--- src/rtl/dual_issue_fetch_queue.sv ---
// -----------------------------------------------------------------------------
// dual_issue_fetch_queue
//
// Instruction queue between fetch and the hazard detection stage. Fetch pushes
// up to two instructions per cycle. Each accepted instruction is tagged with a
// unique non-zero ID. The two oldest entries are presented combinationally as
// the issue pair. The hazard stage retires 0..2 head entries per cycle.
//
// Ports
//   clk                      clock, rising edge
//   reset                    asynchronous, active-low reset
//   flush                    branch redirect, empties the queue (next_id kept)
//   push0_valid/push1_valid  fetch slot valids (slot 1 is younger)
//   push_instruction0/1      fetched instructions
//   push_pc0/1               fetched PCs
//   push_ready               at least two free entries this cycle
//   pop_count                head entries consumed this cycle (3 acts as 2)
//   instruction0/1_out       head / head+1 instruction, 0 when absent
//   pc0/1_out, id0/1_out     head / head+1 pc and id, 0 when absent
//   valid0/1_out             head / head+1 entry present
//   count                    occupied entries
//   empty_cycles             (FETCH_QUEUE_PERF_EN only) saturating empty counter
//   stall_cycles             (FETCH_QUEUE_PERF_EN only) saturating stall counter
//
// Build option: define FETCH_QUEUE_PERF_EN to add the performance counters.
// -----------------------------------------------------------------------------
`ifndef INST_WIDTH
`define INST_WIDTH 32
`endif
`ifndef ADDR_WIDTH
`define ADDR_WIDTH 32
`endif
`ifndef INSTRUCTION_ID_WIDTH
`define INSTRUCTION_ID_WIDTH 8
`endif

module dual_issue_fetch_queue #(
    parameter int DEPTH      = 8,
    parameter int DEPTH_LOG2 = 3
) (
    input  logic                              clk,
    input  logic                              reset,
    input  logic                              flush,
    input  logic                              push0_valid,
    input  logic                              push1_valid,
    input  logic [`INST_WIDTH-1:0]            push_instruction0,
    input  logic [`INST_WIDTH-1:0]            push_instruction1,
    input  logic [`ADDR_WIDTH-1:0]            push_pc0,
    input  logic [`ADDR_WIDTH-1:0]            push_pc1,
    output logic                              push_ready,
    input  logic [1:0]                        pop_count,
    output logic [`INST_WIDTH-1:0]            instruction0_out,
    output logic [`INST_WIDTH-1:0]            instruction1_out,
    output logic [`ADDR_WIDTH-1:0]            pc0_out,
    output logic [`ADDR_WIDTH-1:0]            pc1_out,
    output logic [`INSTRUCTION_ID_WIDTH-1:0]  id0_out,
    output logic [`INSTRUCTION_ID_WIDTH-1:0]  id1_out,
    output logic                              valid0_out,
    output logic                              valid1_out,
    output logic [DEPTH_LOG2:0]               count
`ifdef FETCH_QUEUE_PERF_EN
    ,
    output logic [31:0]                       empty_cycles,
    output logic [31:0]                       stall_cycles
`endif
);

    localparam int IW  = `INST_WIDTH;
    localparam int AW  = `ADDR_WIDTH;
    localparam int IDW = `INSTRUCTION_ID_WIDTH;
    localparam int CW  = DEPTH_LOG2 + 1;

    typedef logic [DEPTH_LOG2-1:0] ptr_t;

    // Entry storage is deliberately not reset.
    logic [IW-1:0]  inst_mem [DEPTH];
    logic [AW-1:0]  pc_mem   [DEPTH];
    logic [IDW-1:0] id_mem   [DEPTH];

    logic [CW-1:0]  count_q, count_d;
    ptr_t           rd_ptr_q, rd_ptr_d;
    ptr_t           wr_ptr_q, wr_ptr_d;
    ptr_t           rd_ptr_p1;
    logic [IDW-1:0] next_id_q, next_id_d;

    logic [1:0]     pop_eff;
    logic [CW-1:0]  pops;
    logic [CW-1:0]  n_push;
    logic           push_acc;
    logic           we0, we1;
    logic [IW-1:0]  w0_inst;
    logic [AW-1:0]  w0_pc;
    logic [IDW-1:0] id_a, id_b;

    // IDs wrap past the maximum straight to 1; 0 is reserved for bubbles.
    function automatic logic [IDW-1:0] id_inc(input logic [IDW-1:0] x);
        return (x == '1) ? IDW'(1) : x + IDW'(1);
    endfunction

    always_comb begin
        push_ready = (count_q <= CW'(DEPTH - 2));
        push_acc   = push_ready && !flush;

        pop_eff = (pop_count == 2'd3) ? 2'd2 : pop_count;
        pops    = (CW'(pop_eff) > count_q) ? count_q : CW'(pop_eff);

        n_push = CW'(push_acc && push0_valid) + CW'(push_acc && push1_valid);

        id_a = next_id_q;
        id_b = id_inc(next_id_q);

        // Compaction: the first valid slot always lands at wr_ptr.
        we0     = push_acc && (push0_valid || push1_valid);
        we1     = push_acc && push0_valid && push1_valid;
        w0_inst = push0_valid ? push_instruction0 : push_instruction1;
        w0_pc   = push0_valid ? push_pc0 : push_pc1;

        case (n_push)
            CW'(1):  next_id_d = id_b;
            CW'(2):  next_id_d = id_inc(id_b);
            default: next_id_d = next_id_q;
        endcase

        if (flush) begin
            count_d  = '0;
            rd_ptr_d = '0;
            wr_ptr_d = '0;
        end else begin
            count_d  = count_q - pops + n_push;
            rd_ptr_d = rd_ptr_q + ptr_t'(pops);
            wr_ptr_d = wr_ptr_q + ptr_t'(n_push);
        end
    end

    always_ff @(posedge clk or negedge reset) begin
        if (!reset) begin
            count_q   <= '0;
            rd_ptr_q  <= '0;
            wr_ptr_q  <= '0;
            next_id_q <= IDW'(1);
        end else begin
            count_q   <= count_d;
            rd_ptr_q  <= rd_ptr_d;
            wr_ptr_q  <= wr_ptr_d;
            next_id_q <= next_id_d;
        end
    end

    always_ff @(posedge clk) begin
        if (we0) begin
            inst_mem[wr_ptr_q] <= w0_inst;
            pc_mem[wr_ptr_q]   <= w0_pc;
            id_mem[wr_ptr_q]   <= id_a;
        end
        if (we1) begin
            inst_mem[wr_ptr_q + ptr_t'(1)] <= push_instruction1;
            pc_mem[wr_ptr_q + ptr_t'(1)]   <= push_pc1;
            id_mem[wr_ptr_q + ptr_t'(1)]   <= id_b;
        end
    end

    // Slot 1 index wraps naturally through the pointer width.
    assign rd_ptr_p1 = rd_ptr_q + ptr_t'(1);

    always_comb begin
        valid0_out       = (count_q != '0);
        valid1_out       = (count_q >= CW'(2));
        instruction0_out = valid0_out ? inst_mem[rd_ptr_q]  : '0;
        pc0_out          = valid0_out ? pc_mem[rd_ptr_q]    : '0;
        id0_out          = valid0_out ? id_mem[rd_ptr_q]    : '0;
        instruction1_out = valid1_out ? inst_mem[rd_ptr_p1] : '0;
        pc1_out          = valid1_out ? pc_mem[rd_ptr_p1]   : '0;
        id1_out          = valid1_out ? id_mem[rd_ptr_p1]   : '0;
        count            = count_q;
    end

`ifdef FETCH_QUEUE_PERF_EN
    logic [31:0] empty_cycles_q, stall_cycles_q;

    always_ff @(posedge clk or negedge reset) begin
        if (!reset) begin
            empty_cycles_q <= '0;
            stall_cycles_q <= '0;
        end else begin
            if ((count_q == '0) && !flush && (empty_cycles_q != '1))
                empty_cycles_q <= empty_cycles_q + 32'd1;
            if (valid0_out && (pop_count == 2'd0) && (stall_cycles_q != '1))
                stall_cycles_q <= stall_cycles_q + 32'd1;
        end
    end

    assign empty_cycles = empty_cycles_q;
    assign stall_cycles = stall_cycles_q;
`endif

endmodule

--- config.mk ---
export PLATFORM = sky130hd
export DESIGN_NAME = dual_issue_fetch_queue
export DESIGN_NICKNAME = d
export VERILOG_FILES = /design/src/rtl/dual_issue_fetch_queue.sv
export SDC_FILE = /design/constraint.sdc
export NUM_CORES = 2
export LEC_CHECK = 0
export ABC_AREA = 0
export ABC_CLOCK_PERIOD_IN_PS = 13200
export BUFFER_PORTS_ARGS = -buffer_cell sky130_fd_sc_hd__buf_2
export CAP_MARGIN = 5
export CORE_MARGIN = 3
export CORE_UTILIZATION = 60
export DETAILED_ROUTE_END_ITERATION = 8
export PLACE_DENSITY = 0.88
export SLEW_MARGIN = 20
export SYNTH_ARGS = -nofsm -noshare
export SYNTH_HDL_FRONTEND = slang
export SYNTH_SLANG_ARGS = --single-unit
--- constraint.sdc ---
create_clock -name clk -period 13.2 [get_ports clk]
set_input_delay 1.98 -clock clk [delete_from_list [all_inputs] [get_ports clk]]
set_output_delay 1.98 -clock clk [all_outputs]
set_load 0.01 [all_outputs]
Yosys cells after proc, flatten, opt, wreduce, memory -nomap -nowiden
Memories as Yosys holds them, arrays and structs flattened.
Cells that the tools add are included.
- memory bits (read-only): 0
- bits in registers: 18
- output and inout bits: 151
- RAM bits: 576
- word-level logic and storage cells: 53
- input port bits: 135
- memories: 3
- latch bits: 0
- memories (name ; words ; width ; read ports ; clocked after Yosys merged registers in ; write ports ; RTL line ; source):
    inst_mem ; 8 ; 32 ; 2 ; 0 ; 2 ; 76 ; logic [IW-1:0] inst_mem [DEPTH];
    pc_mem ; 8 ; 32 ; 2 ; 0 ; 2 ; 77 ; logic [AW-1:0] pc_mem [DEPTH];
    id_mem ; 8 ; 8 ; 2 ; 0 ; 2 ; 78 ; logic [IDW-1:0] id_mem [DEPTH];
- multipliers: 0
- eq/ne operators: 5
- add/sub/neg operators: 9
- multiplexer cells: 20
- div/mod/pow operators: 0
- bitwise logic cells: 0
- shift-type cells: 0
- reductions and logical operators: 9
- magnitude comparators: 3
- operator list (cell ; count):
    $mux 32 ; 6
    $mux 8 ; 4
    $add 8x1->8 const B ; 2
    $eq 8x8->1 const B ; 2
    $pmux 8 s2 ; 1
    $mux 4 ; 2
    $add 3x1->3 const B ; 2
    $mux 3 ; 2
    $logic_and 1x1->1 ; 5
    $add 4x2->4 ; 1
    $eq 2x2->1 const B ; 2
    $ge 4x2->1 const B ; 1
    $gt 2x4->1 ; 1
    $le 4x3->1 const B ; 1
    $mux 1 ; 4
    $reduce_bool 4->1 ; 1
    $sub 4x4->4 ; 1
    $add 3x2->3 ; 1
    $add 3x3->3 ; 1
    $add 1x1->2 ; 1
    $eq 2x1->1 const B ; 1
    $mux 2 ; 1
    $reduce_bool 2->1 ; 1
    $logic_not 1->1 ; 1
    $logic_or 1x1->1 ; 1

Longest topological paths before layout
- word-level depth: 7
- depth in mapped cells: 15
- mapped depth without buffers: 15

Worst setup path before layout
Ideal clock, no wire load.
- kind: input to register
- from: in push0_valid
- to: mem id_mem[0][0] in the netlist's numbering (enable)
- data arrival time: 8.584 ns
- buffers on the path: 3
- stages on the path: 5
- setup slack: 4.007 ns
- library setup time: 0.609 ns
- required time: 12.591 ns
- path through: clkbuf_1 clkbuf_1 buf_1 o211ai_1 o31ai_1
- RTL lines (what ; RTL line ; source):
    from (decl) ; 44 ; input logic push0_valid,
    to (decl) ; 78 ;

Worst setup path after layout
- from: reg rd_ptr_q[0]
- to: out id0_out[7]
- word-level cells in the longest chain between the ends: 2
- ends and longest elaborated chain (what ; RTL line ; source):
    from (decl) ; 81 ; ptr_t rd_ptr_q, rd_ptr_d;
    from (signal assigned) ; 143 ; rd_ptr_q <= rd_ptr_d;
    $mem_v2 8x8 ; -- ;
    $mux 8 ; 170 ; id0_out = valid0_out ? id_mem[rd_ptr_q] : '0;
    to (decl) ; 56 ; output logic [`INSTRUCTION_ID_WIDTH-1:0] id0_out,
No other way between the ends.

==> results.py <==
metrics = {
    "global_routing": {
        "globalRouteTotalUtil_pct": 33.6,
        "grt_overflow_total": 0,
        "antenna_found_initial": 15,
        "grt_pass1_wl_mm": 154,
        "grt_max_degree": 116,
        "grt_pass1_vias": 26942,
    },
    "cells_and_area": {
        "drive_above_1_share_pct": 23.6,
        "fillers": 3891,
        "multi_input_area_um2": 15500,
        "final_nets": 3177,
        "seq_area_um2": 17800,
        "area_delta_synth_final_pct": 9.77,
    },
    "setup_path": {
        "r2r_start": "wr_ptr_q[0]$_DFF_PN0_",
        "critPathLaunch": "rd_ptr_q[0]$_DFF_PN0_",
        "r2r_end": "id_mem[2][4]$_DFFE_PP_",
        "required_ns": 11.22,
        "rrSetupSlack_ns": 9.36,
        "arrival_ns": 4.96,
        "cp_max_fo": 115,
        "critical_path_class": "register to output port",
        "cp-start-kind": "register",
        "critPathCaptureType": "output port",
        "reg2reg_depth": 7,
    },
    "die": {
        "die_width_um": 246,
        "die_y_um": 246,
        "std_cell_rows": 87,
        "die_area_um2": 60500,
        "initial_utilization_pct": 61.0,
        "ios": 286,
        "core-area_um2": 56700,
    },
    "sta": {
        "hold_viol_final": 0,
        "fin_crit_ns": 6.94,
        "max_freq_ghz": 0.144,
        "skew_ns": 0.0179,
        "slew-limit-headroom_pct": 17.0,
        "fin_crit_sh_pct": 52.5,
        "report.final.slew_viol_count": 0,
        "rsz0062_at_grt": "no",
        "hold_ws_ns": 0.633,
        "tns_ns": 0,
        "tightest_slew_ns": 1.25,
        "report.final.setup_viol": 0,
        "fin_ws_ns": 6.26,
    },
    "power": {
        "p_leak_nw": 13.4,
        "p_per_area_nw_per_um2": 201,
        "max-vdd-ir-drop_mv": 0.153,
    },
    "synth": {
        "ys_seq_area_share_pct": 51.3,
        "synth_fp_nets": 3109,
        "ys_warn_count": 0,
        "synth_cell_types": 54,
        "synthFlopType": "edfxtp_1",
        "synth_edf_count": 576,
        "synth_top_area_share_pct": 50.0,
        "synth_area_um2": 34600,
        "ys_seq_elements": 594,
        "avgSynthCellArea_um2": 11.7,
        "yosys.area.top_type": "edfxtp_1",
        "synth_most_common_cell": "nor2_1",
        "synthArstFlopShare_pct": 3.03,
        "synthTopCellsByArea": "edfxtp_1 (50%), mux4_2 (19%), a21oi_1 (8.5%), nor2_1 (6.7%), mux2i_1 (4.0%)",
        "yosys-top-cells-count": "nor2_1 (616), a21oi_1 (588), edfxtp_1 (576), mux4_2 (288), nand2_1 (199)",
        "syn_inst": 2952,
    },
    "clock_network": {
        "cts-root-buf": "clkbuf_16",
        "hold_buffers": 0,
        "cts_tree": "built",
        "clockBufferDepth": 3,
        "cts-resized-gates": 0,
        "post_cts_buffers": 0,
        "clock_sinks": 594,
        "numCtsBuffers": 61,
        "cts.reportedPaths.clkPinSlew_ns": 0.06,
        "cts_max_level": 2,
        "insertion_delay_ns": 0.63,
    },
    "place": {
        "portBuffers": 285,
        "pre_cts_ws_ns": 7.02,
        "gp_congestion": 0.820,
        "dp_hpwl_mm": 57.2,
    },
    "routing": {
        "drt_iter0_drc": 4049,
        "vias_per_cell": 6.94,
        "vias": 26633,
        "wl_per_cell_um": 26.6,
        "detail-route-antenna-nets": 0,
        "dr.pass1.iters": 6,
        "drc_errors": 0,
        "routed_wl_mm": 102,
    },
    "worst_hold_path": {
        "min_to": "id_a[0]$_DFFE_PN1P_",
        "whs_path_depth": 2,
        "hp-class": "register to register",
        "min_from": "id_a[0]$_DFFE_PN1P_",
    },
    "job": {
        "cap_viol_max_count": 0,
    },
    "outcome": {
        "status": "finished, final reports clean",
    },
}
## registers in the layout, summed over array words and instances, names as in the netlist
name      flops
pc_mem      256
count         4
rd_ptr_q      3
wr_ptr_q      3
id_a          8
id_mem       64
inst_mem    256
## layer usage
layer  track usage [%]  share of wire, %  vias to the layer above
met2              54.9                49                     2310
met4              17.9               4.9                       10
li1                  -                 -                    11109
met3              8.62                14                      418
met1              41.3                32                    12786
met5                 0             0.066                        -
## power breakdown
part | internal, W | total (W) | switching (W)
Combinational | 0.00152 | 0.00350 | 0.00198
Clock | 0.000919 | 0.00164 | 0.000718
Sequential | 0.00229 | 0.00250 | 0.000203
## critical path, stage by stage (launching register included)
cell and delay [ns]:
dfrtp_4 1.05, buf_12 0.42, buf_16 0.49, buf_4 0.91, mux4_2 0.62, mux2i_1 0.26, nor2_1 0.08, buf_2 0.16
## metrics by stage
step	instance area [um^2]	util, %	total power [W]	std cells
2_1_floorplan	34600	-	0.00486	2952
3_3_place_gp	36000	63.5	0.00584	3711
3_5_place_dp	36100	63.6	0.00597	3713
4_1_cts	37900	66.9	0.00760	3826
5_1_grt	38000	66.9	0.00795	3834
6_report	38000	66.9	0.00764	3835
## cells in the final DEF (no fill, tap or decap), types with 17 or more instances in the layout
master	count
nand2_1	199
edfxtp_1	576
xor2_1	28
a21oi_1	588
mux4_2	288
clkbuf_1	24
o21ai_0	28
mux2i_1	139
clkbuf_16	62
nor2_1	616
buf_2	284
buf_4	41
ha_1	17
## area by class of cell
type	count	area share, %
Antenna cell	9	0.0593
Clock buffer	86	4.32
Clock inverter	27	0.554
Inverter	15	0.148
Multi-Input combinational cell	2020	40.9
Sequential cell	594	46.8
Tap cell	756	2.49
Timing Repair Buffer	328	4.75
## cell families (layout without fill, tap and decap cells)
| kind of cell | after synthesis | count (layout) | share of synthesized area [%] |
|---|---|---|---|
| other | 0 | 9 | 0 |
| adder cells (fa/ha/maj) | 22 | 22 | 0.883 |
| AO/OA/AOI/OAI | 663 | 663 | 9.80 |
| XOR/XNOR | 42 | 42 | 1.06 |
| AND/OR/NAND/NOR | 866 | 866 | 9.82 |
| flip-flops | 594 | 594 | 51.3 |
| buffers and inverters | 338 | 456 | 4.32 |
| multiplexers | 427 | 427 | 22.8 |
## worst max-delay path by stage
stage,end,slack (ns),cells past startpoint
global route,id0_out[7],5.96,7
detailed placement,id0_out[7],7.02,7
floorplan,id_mem[0][0]$_DFFE_PP_,4.01,5
global placement,id0_out[1],7.21,6
finish,id0_out[7],6.26,7
CTS,id0_out[7],6.31,7
(Power assumes the default switching activity.)
